$ cat src/rtl/keypad_emulator_if.sv
// -----------------------------------------------------------------------------
// keypad_emulator_if
// Press-request handshake between a key-press driver and keypad_emulator.
//   press_req   : request to press one key (driver -> emulator)
//   press_key   : hex code of the key to press, sampled with press_req
//   press_ready : emulator is idle and will accept a request this cycle
//   press_done  : one-cycle pulse when a press/release sequence completes
// Modports: master = request driver, slave = emulator.
// -----------------------------------------------------------------------------
interface keypad_emulator_if;
   logic       press_req;
   logic [3:0] press_key;
   logic       press_ready;
   logic       press_done;

   modport master (
      output press_req,
      output press_key,
      input  press_ready,
      input  press_done
   );

   modport slave (
      input  press_req,
      input  press_key,
      output press_ready,
      output press_done
   );
endinterface

$ cat src/rtl/keypad_emulator.sv
// -----------------------------------------------------------------------------
// keypad_emulator
// Emulates one mechanical key of a 4x4 matrix keypad, including contact bounce,
// so a row/column scanner and its debouncer can be exercised in isolation.
//
// Ports:
//   CLOCK_50 : sole clock, all state changes on its rising edge
//   Reset    : synchronous active-low reset
//   press    : press handshake (slave side of keypad_emulator_if)
//   cols     : column drive from the scanner, active-low (column c -> cols[3-c])
//   rows     : registered row sense to the scanner, active-low (row r -> rows[3-r])
//   contact  : current emulated switch state, 1 = closed
//
// Sequence per accepted press: BOUNCE_IN (BounceCycles) -> HOLD (HoldCycles)
// -> BOUNCE_OUT (BounceCycles) -> IDLE. With BounceCycles = 0 both bounce
// phases are skipped.
// -----------------------------------------------------------------------------
module keypad_emulator #(
   parameter int HoldCycles   = 20000,
   parameter int BounceCycles = 2000,
   parameter int BouncePeriod = 250
) (
   input  logic                CLOCK_50,
   input  logic                Reset,
   keypad_emulator_if.slave    press,
   input  logic [3:0]          cols,
   output logic [3:0]          rows,
   output logic                contact
);

   // One shared down-counter times every state, so it must hold the
   // largest load value (longest duration minus one).
   localparam int MaxCount   = (HoldCycles > BounceCycles) ? HoldCycles : BounceCycles;
   localparam int CW         = (MaxCount > 1) ? $clog2(MaxCount) : 1;
   localparam int PerClamped = (BouncePeriod < 1) ? 1 : BouncePeriod;
   localparam int PW         = (PerClamped > 1) ? $clog2(PerClamped) : 1;

   localparam logic [CW-1:0] HOLD_LOAD   = CW'((HoldCycles   > 0) ? HoldCycles   - 1 : 0);
   localparam logic [CW-1:0] BOUNCE_LOAD = CW'((BounceCycles > 0) ? BounceCycles - 1 : 0);
   localparam logic [PW-1:0] PER_LOAD    = PW'(PerClamped - 1);

   typedef enum logic [1:0] {
      S_IDLE,
      S_BOUNCE_IN,
      S_HOLD,
      S_BOUNCE_OUT
   } state_t;

   state_t        r_state;
   logic [CW-1:0] r_count;
   logic [PW-1:0] r_phase;
   logic          r_contact;
   logic          r_done;
   logic [3:0]    r_key;
   logic [3:0]    r_rows;

   state_t        w_state_next;
   logic [CW-1:0] w_count_next;
   logic [PW-1:0] w_phase_next;
   logic          w_contact_next;
   logic          w_done_next;
   logic [3:0]    w_key_next;
   logic [3:0]    w_rows_next;

   logic [1:0]    w_key_row;
   logic [1:0]    w_key_col;
   logic          w_col_driven;
   logic          w_count_zero;

   assign w_count_zero = (r_count == '0);

   // -------------------------------------------------------------------------
   // Next-state / next-output logic
   // -------------------------------------------------------------------------
   always_comb begin
      w_state_next   = r_state;
      w_count_next   = r_count;
      w_phase_next   = r_phase;
      w_contact_next = r_contact;
      w_done_next    = 1'b0;
      w_key_next     = r_key;

      case (r_state)
         S_IDLE: begin
            w_contact_next = 1'b0;
            if (press.press_req) begin
               w_key_next     = press.press_key;
               w_contact_next = 1'b1;
               if (BounceCycles == 0) begin
                  w_state_next = S_HOLD;
                  w_count_next = HOLD_LOAD;
               end else begin
                  w_state_next = S_BOUNCE_IN;
                  w_count_next = BOUNCE_LOAD;
                  w_phase_next = PER_LOAD;
               end
            end
         end

         S_BOUNCE_IN: begin
            if (w_count_zero) begin
               w_state_next   = S_HOLD;
               w_count_next   = HOLD_LOAD;
               w_contact_next = 1'b1;
            end else begin
               w_count_next = r_count - CW'(1);
               // Contact flips once per BouncePeriod cycles; phase counts down
               // to zero, flips, and reloads.
               if (r_phase == '0) begin
                  w_contact_next = ~r_contact;
                  w_phase_next   = PER_LOAD;
               end else begin
                  w_phase_next = r_phase - PW'(1);
               end
            end
         end

         S_HOLD: begin
            if (w_count_zero) begin
               w_contact_next = 1'b0;
               if (BounceCycles == 0) begin
                  w_state_next = S_IDLE;
                  w_done_next  = 1'b1;
               end else begin
                  w_state_next = S_BOUNCE_OUT;
                  w_count_next = BOUNCE_LOAD;
                  w_phase_next = PER_LOAD;
               end
            end else begin
               w_count_next = r_count - CW'(1);
            end
         end

         S_BOUNCE_OUT: begin
            if (w_count_zero) begin
               w_state_next   = S_IDLE;
               w_contact_next = 1'b0;
               w_done_next    = 1'b1;
            end else begin
               w_count_next = r_count - CW'(1);
               if (r_phase == '0) begin
                  w_contact_next = ~r_contact;
                  w_phase_next   = PER_LOAD;
               end else begin
                  w_phase_next = r_phase - PW'(1);
               end
            end
         end

         default: begin
            w_state_next   = S_IDLE;
            w_count_next   = '0;
            w_contact_next = 1'b0;
         end
      endcase
   end

   // -------------------------------------------------------------------------
   // Key code -> matrix position
   // -------------------------------------------------------------------------
   always_comb begin
      w_key_row = 2'd0;
      w_key_col = 2'd0;
      case (r_key)
         4'h1: begin w_key_row = 2'd0; w_key_col = 2'd0; end
         4'h2: begin w_key_row = 2'd0; w_key_col = 2'd1; end
         4'h3: begin w_key_row = 2'd0; w_key_col = 2'd2; end
         4'hA: begin w_key_row = 2'd0; w_key_col = 2'd3; end
         4'h4: begin w_key_row = 2'd1; w_key_col = 2'd0; end
         4'h5: begin w_key_row = 2'd1; w_key_col = 2'd1; end
         4'h6: begin w_key_row = 2'd1; w_key_col = 2'd2; end
         4'hB: begin w_key_row = 2'd1; w_key_col = 2'd3; end
         4'h7: begin w_key_row = 2'd2; w_key_col = 2'd0; end
         4'h8: begin w_key_row = 2'd2; w_key_col = 2'd1; end
         4'h9: begin w_key_row = 2'd2; w_key_col = 2'd2; end
         4'hC: begin w_key_row = 2'd2; w_key_col = 2'd3; end
         4'hE: begin w_key_row = 2'd3; w_key_col = 2'd0; end
         4'h0: begin w_key_row = 2'd3; w_key_col = 2'd1; end
         4'hF: begin w_key_row = 2'd3; w_key_col = 2'd2; end
         4'hD: begin w_key_row = 2'd3; w_key_col = 2'd3; end
         default: begin w_key_row = 2'd0; w_key_col = 2'd0; end
      endcase
   end

   // The key's column counts as driven whenever its active-low bit is 0,
   // regardless of what the other columns are doing.
   assign w_col_driven = ~cols[2'd3 - w_key_col];

   // Only the latched key's row can be pulled low; every other row idles high.
   genvar gi;
   generate
      for (gi = 0; gi < 4; gi++) begin : g_row
         assign w_rows_next[3-gi] = ~(r_contact & w_col_driven & (w_key_row == 2'(gi)));
      end
   endgenerate

   // -------------------------------------------------------------------------
   // State register
   // -------------------------------------------------------------------------
   always_ff @(posedge CLOCK_50) begin
      if (!Reset) begin
         r_state   <= S_IDLE;
         r_count   <= '0;
         r_phase   <= '0;
         r_contact <= 1'b0;
         r_done    <= 1'b0;
         r_key     <= 4'h0;
         r_rows    <= 4'b1111;
      end else begin
         r_state   <= w_state_next;
         r_count   <= w_count_next;
         r_phase   <= w_phase_next;
         r_contact <= w_contact_next;
         r_done    <= w_done_next;
         r_key     <= w_key_next;
         r_rows    <= w_rows_next;
      end
   end

   assign press.press_ready = (r_state == S_IDLE);
   assign press.press_done  = r_done;
   assign contact           = r_contact;
   assign rows              = r_rows;

endmodule
$ cat src/flat_wrapper.sv
// flat-port wrapper written by rule: the top's interface ports become plain ports
module keypad_emulator_flat 
#(
   parameter int HoldCycles   = 20000,
   parameter int BounceCycles = 2000,
   parameter int BouncePeriod = 250
)
  (CLOCK_50, Reset, cols, rows, contact, press_press_req, press_press_key, press_press_ready, press_press_done);
  keypad_emulator_if press_i ();
  input  logic CLOCK_50;
  input  logic Reset;
  input  logic [3:0] cols;
  output logic [3:0] rows;
  output logic contact;
  input wire logic [$bits(press_i.press_req)-1:0] press_press_req;
  input wire logic [$bits(press_i.press_key)-1:0] press_press_key;
  output wire logic [$bits(press_i.press_ready)-1:0] press_press_ready;
  output wire logic [$bits(press_i.press_done)-1:0] press_press_done;
  assign press_i.press_req = press_press_req;
  assign press_i.press_key = press_press_key;
  assign press_press_ready = press_i.press_ready;
  assign press_press_done = press_i.press_done;
  keypad_emulator #(.HoldCycles(HoldCycles), .BounceCycles(BounceCycles), .BouncePeriod(BouncePeriod)) u_core (.CLOCK_50(CLOCK_50), .Reset(Reset), .press(press_i), .cols(cols), .rows(rows), .contact(contact));
endmodule
$ cat config.mk
export PLATFORM = sky130hd
export DESIGN_NAME = keypad_emulator_flat
export DESIGN_NICKNAME = d
export VERILOG_FILES = /design/src/rtl/keypad_emulator_if.sv /design/src/rtl/keypad_emulator.sv /design/src/flat_wrapper.sv
export SDC_FILE = /design/constraint.sdc
export NUM_CORES = 1
export LEC_CHECK = 0
export BUFFER_PORTS_ARGS = -buffer_cell sky130_fd_sc_hd__buf_2
export CAP_MARGIN = 0
export CELL_PAD_IN_SITES_DETAIL_PLACEMENT = 0
export CELL_PAD_IN_SITES_GLOBAL_PLACEMENT = 2
export CORE_MARGIN = 10
export CORE_UTILIZATION = 38
export DETAILED_ROUTE_END_ITERATION = 8
export HOLD_SLACK_MARGIN = 0.06
export PLACE_DENSITY_LB_ADDON = 0.1
export SYNTH_ARGS = -nofsm -noshare
export SYNTH_HDL_FRONTEND = slang
export SYNTH_SLANG_ARGS = --single-unit
$ cat constraint.sdc
create_clock -name CLOCK_50 -period 3.4 [get_ports CLOCK_50]
set_clock_uncertainty 0.2 [all_clocks]
set_input_delay 0.34 -clock CLOCK_50 [delete_from_list [all_inputs] [get_ports CLOCK_50]]
set_output_delay 0.34 -clock CLOCK_50 [all_outputs]
set_load 0.1 [all_outputs]
==> run summary <==
Status: finished clean
GRT Resource Usage Total: 12.4%
Synthesized instance count: 258
Syn avg cell area: 8.35 um2
Area Growth Syn to Fin: 12.8%
Clk root buf: clkbuf_8
Post-synth ARST share: 0%
Drt via density: 5.61
Uppermost routed layer: met4
Area of the die: 9080 um2
RSZ-0062 raised after global routing: false
First-pass GRT wire length: 9090 um
Sequential-to-total area share from yosys stat: 36.3%
Lkg Pwr: 0.946 nW
Req. time, crit path: 3.38 ns
Tmin final: 2.50 ns
Worst Setup Start Kind: register
Arrival time at the worst endpoint: 2.47 ns
CP max FO: 14
PortBufs: 17
CP Class: register to register
Worst Tran Pin Value: 0.715 ns
Die height: 95.3 um
Largest net degree at the start of global routing: 17
Diode count: 0
Number of cell rows: 27
Final number of hold-violating endpoints: 0
Peak Freq: 0.400 GHz
CTS buffer count: 5
Total number of vias: 1975
Post-CTS Hold Fix Bufs: 0
Syn Nets: 276
Crit share post-route: 73.4%
Setup_tns: 0 ns
Number of synthesized flops with an enable pin: 0
Yosys cell types: 56
Number of global-route vias before repair: 1914
DRT met1 WL: 2540 um
CP max stage delay: 0.40 ns
Skew-Pair Late Insertion Delay: 0.29 ns
Share of layout cells above drive strength 1: 15.7%
Worst-case clock buffer depth: 2
Non-Filler Instances: 352
Dominant synthesized flop cell: dfxtp_1
Antenna violations before repair: 0
Crit end category: register
GPL Wtd Cong: 0.778
Clk pin slew, worst setup/hold paths: 0.08 ns
Post-cts gate resize count: 0
Post-DP HPWL: 3870 um
#FFs+latches synth: 39
H-tree levels: 2
Worst vdd ir: 0.439 mV
Die Wd: 95.3 um
Routed wire length: 5320 um
Placeable Area: 5510 um2
Final setup viols: 0
Worst-path cell chain: inv_1 > ha_1 > nor4b_2 > and4_4 > a21oi_1 > buf_4 > nor2_1 > a221o_1
Min-delay worst type: primary input to register
Pre-antenna DRT Iters: 4
Rel. slew slack: 52.3%
Residual DRC count: 0
DR WL/cell: 15.1 um
Slew Viols, Final: 0
Slowest stage cell, crit path: dfxtp_1
I/O Pins: 18
Power per cell area: 1010 nW/um2
TritonCTS clock tree: done
Met2 routed WL: 2540 um
Inst Count DP: 344
Starting density of the core: 39.1%
Max_cap viols: 0
Total gr overflow: 0
Post-CTS Setup Bufs: 0
R2R Setup Slk: 0.90 ns
Cell Area, Synth: 2150 um2
Synthesis Warnings: 0
Antenna Nets Post-Route: 0
# nets final: 297
Met3 WL: 177 um
Clock sink total: 39
Iter 0 DRT Violations: 84
-- final timing paths --
check	depth (start not counted)	to	startpoint
worst max-delay path	8	u_core.r_count[11]	u_core.r_count[0]
worst min-delay path	2	u_core.r_count[5]	Reset
worst max register to register	8	u_core.r_count[11]	u_core.r_count[0]
worst min register to register	1	u_core.rows[2]	u_core.w_key_row[0]
-- placed cells by master, fill, tap and decap left out, types with 5 or more instances in the layout --
cell type  synthesis  layout
a211oi_1           5       5
a21oi_1           22      22
and3_1             5       5
buf_2              3      17
buf_4              0       6
clkbuf_8           0       7
dfxtp_1           39      39
ha_1               7       7
inv_1             14      14
nand2_1           16      16
nand3_1            9       9
nor2_1            28      28
nor3_1            13      13
o21ai_0           14      14
o22ai_1            5       5
-- worst max-delay path, delay by kind of cell, from the launching register on --
kind	cells	cell delay, ns
simple gates	3	0.53
flops	1	0.40
fa+ha+maj	1	0.19
buf+inv	2	0.33
compound gates	2	0.74
-- layout make-up --
| type | count | area, um2 |
|---|---|---|
| Fill cell | 565 | 3080 |
| Multi-Input combinational cell | 195 | 1270 |
| Sequential cell | 39 | 781 |
| Timing Repair Buffer | 23 | 130 |
| Clock buffer | 8 | 100 |
| Tap cell | 72 | 90.1 |
| Inverter | 15 | 56.3 |
-- flip-flops by register name, indices dropped and copies added (netlist names) --
name and flops:
u_core.contact 1, u_core.press.press_done 1, u_core.r_count 15, u_core.r_key 4, u_core.r_phase 8, u_core.r_state 2, u_core.rows 4, u_core.w_key_col 2
u_core.w_key_row 2
-- routing by layer --
layer | global-route usage (%) | up-vias
li1 | - | 1006
met1 | 15.1 | 933
met2 | 20.9 | 30
met3 | 3.06 | 6
met4 | 3.74 | 0
met5 | 0 | -
-- metrics by stage --
| step | power [mW] | utilization, % | setup WS [ns] | instance area (um2) | hold slack [ns] |
|---|---|---|---|---|---|
| floorplan | 1.80 | - | 0.700 | 2150 | 0.174 |
| global placement | 2.12 | 42.3 | 0.997 | 2330 | 0.193 |
| detailed placement | 2.11 | 42.3 | 0.937 | 2330 | 0.200 |
| CTS | 2.47 | 44.1 | 0.916 | 2430 | 0.213 |
| global route | 2.68 | 44.1 | 0.749 | 2430 | 0.219 |
| finish | 2.45 | 44.1 | 0.903 | 2430 | 0.209 |
-- kinds of logic (layout without fill, tap and decap cells) --
family | count (synthesis) | after routing | share of synthesized area (%)
AND/OR/NAND/NOR | 98 | 98 | 24.6
AO/OA/AOI/OAI | 85 | 85 | 27.6
flip-flops | 39 | 39 | 36.3
buffers and inverters | 24 | 46 | 4.71
adder cells (fa/ha/maj) | 7 | 7 | 4.07
XOR/XNOR | 3 | 3 | 1.22
multiplexers | 2 | 2 | 1.51
-- power breakdown --
group / internal [mW] / switching [mW] / total (mW) / leakage [nW]
combinational: 0.492 / 0.846 / 1.34 / 0.574
sequential: 0.597 / 0.164 / 0.760 / 0.321
clock: 0.185 / 0.163 / 0.348 / 0.0515
total: 1.27 / 1.17 / 2.45 / 0.946
-- synth_stat cells (all sizes together) (2+ instances only) --
| master | instances | share of area, % |
|---|---|---|
| dfxtp | 39 | 36 |
| nor2 | 28 | 4.9 |
| a21oi | 22 | 5.1 |
| o21ai | 17 | 4.1 |
| nand2 | 16 | 2.8 |
| inv | 14 | 2.4 |
| nor3 | 14 | 3.8 |
| nand3 | 9 | 2.1 |
| ha | 7 | 4.1 |
| a211oi | 6 | 2.7 |
| and3 | 5 | 1.5 |
| clkbuf | 5 | 0.87 |
| o22ai | 5 | 1.5 |
| a21o | 4 | 1.4 |
| a311oi | 4 | 1.6 |
| a41oi | 4 | 2.0 |
| buf | 4 | 1.2 |
| nand3b | 4 | 1.4 |
| nand4 | 4 | 1.2 |
| nor2b | 3 | 0.87 |
| nor4 | 3 | 1.6 |
| nor4b | 3 | 1.5 |
| o211ai | 3 | 1.0 |
| o31ai | 3 | 1.0 |
| xnor2 | 3 | 1.2 |
| a21bo | 2 | 0.93 |
| a21boi | 2 | 0.70 |
| a221oi | 2 | 0.81 |
| nand2b | 2 | 0.58 |
| o21a | 2 | 0.70 |
| o41ai | 2 | 1.2 |
| or3 | 2 | 0.58 |
Note: power is estimated with default switching activity, not from simulation.
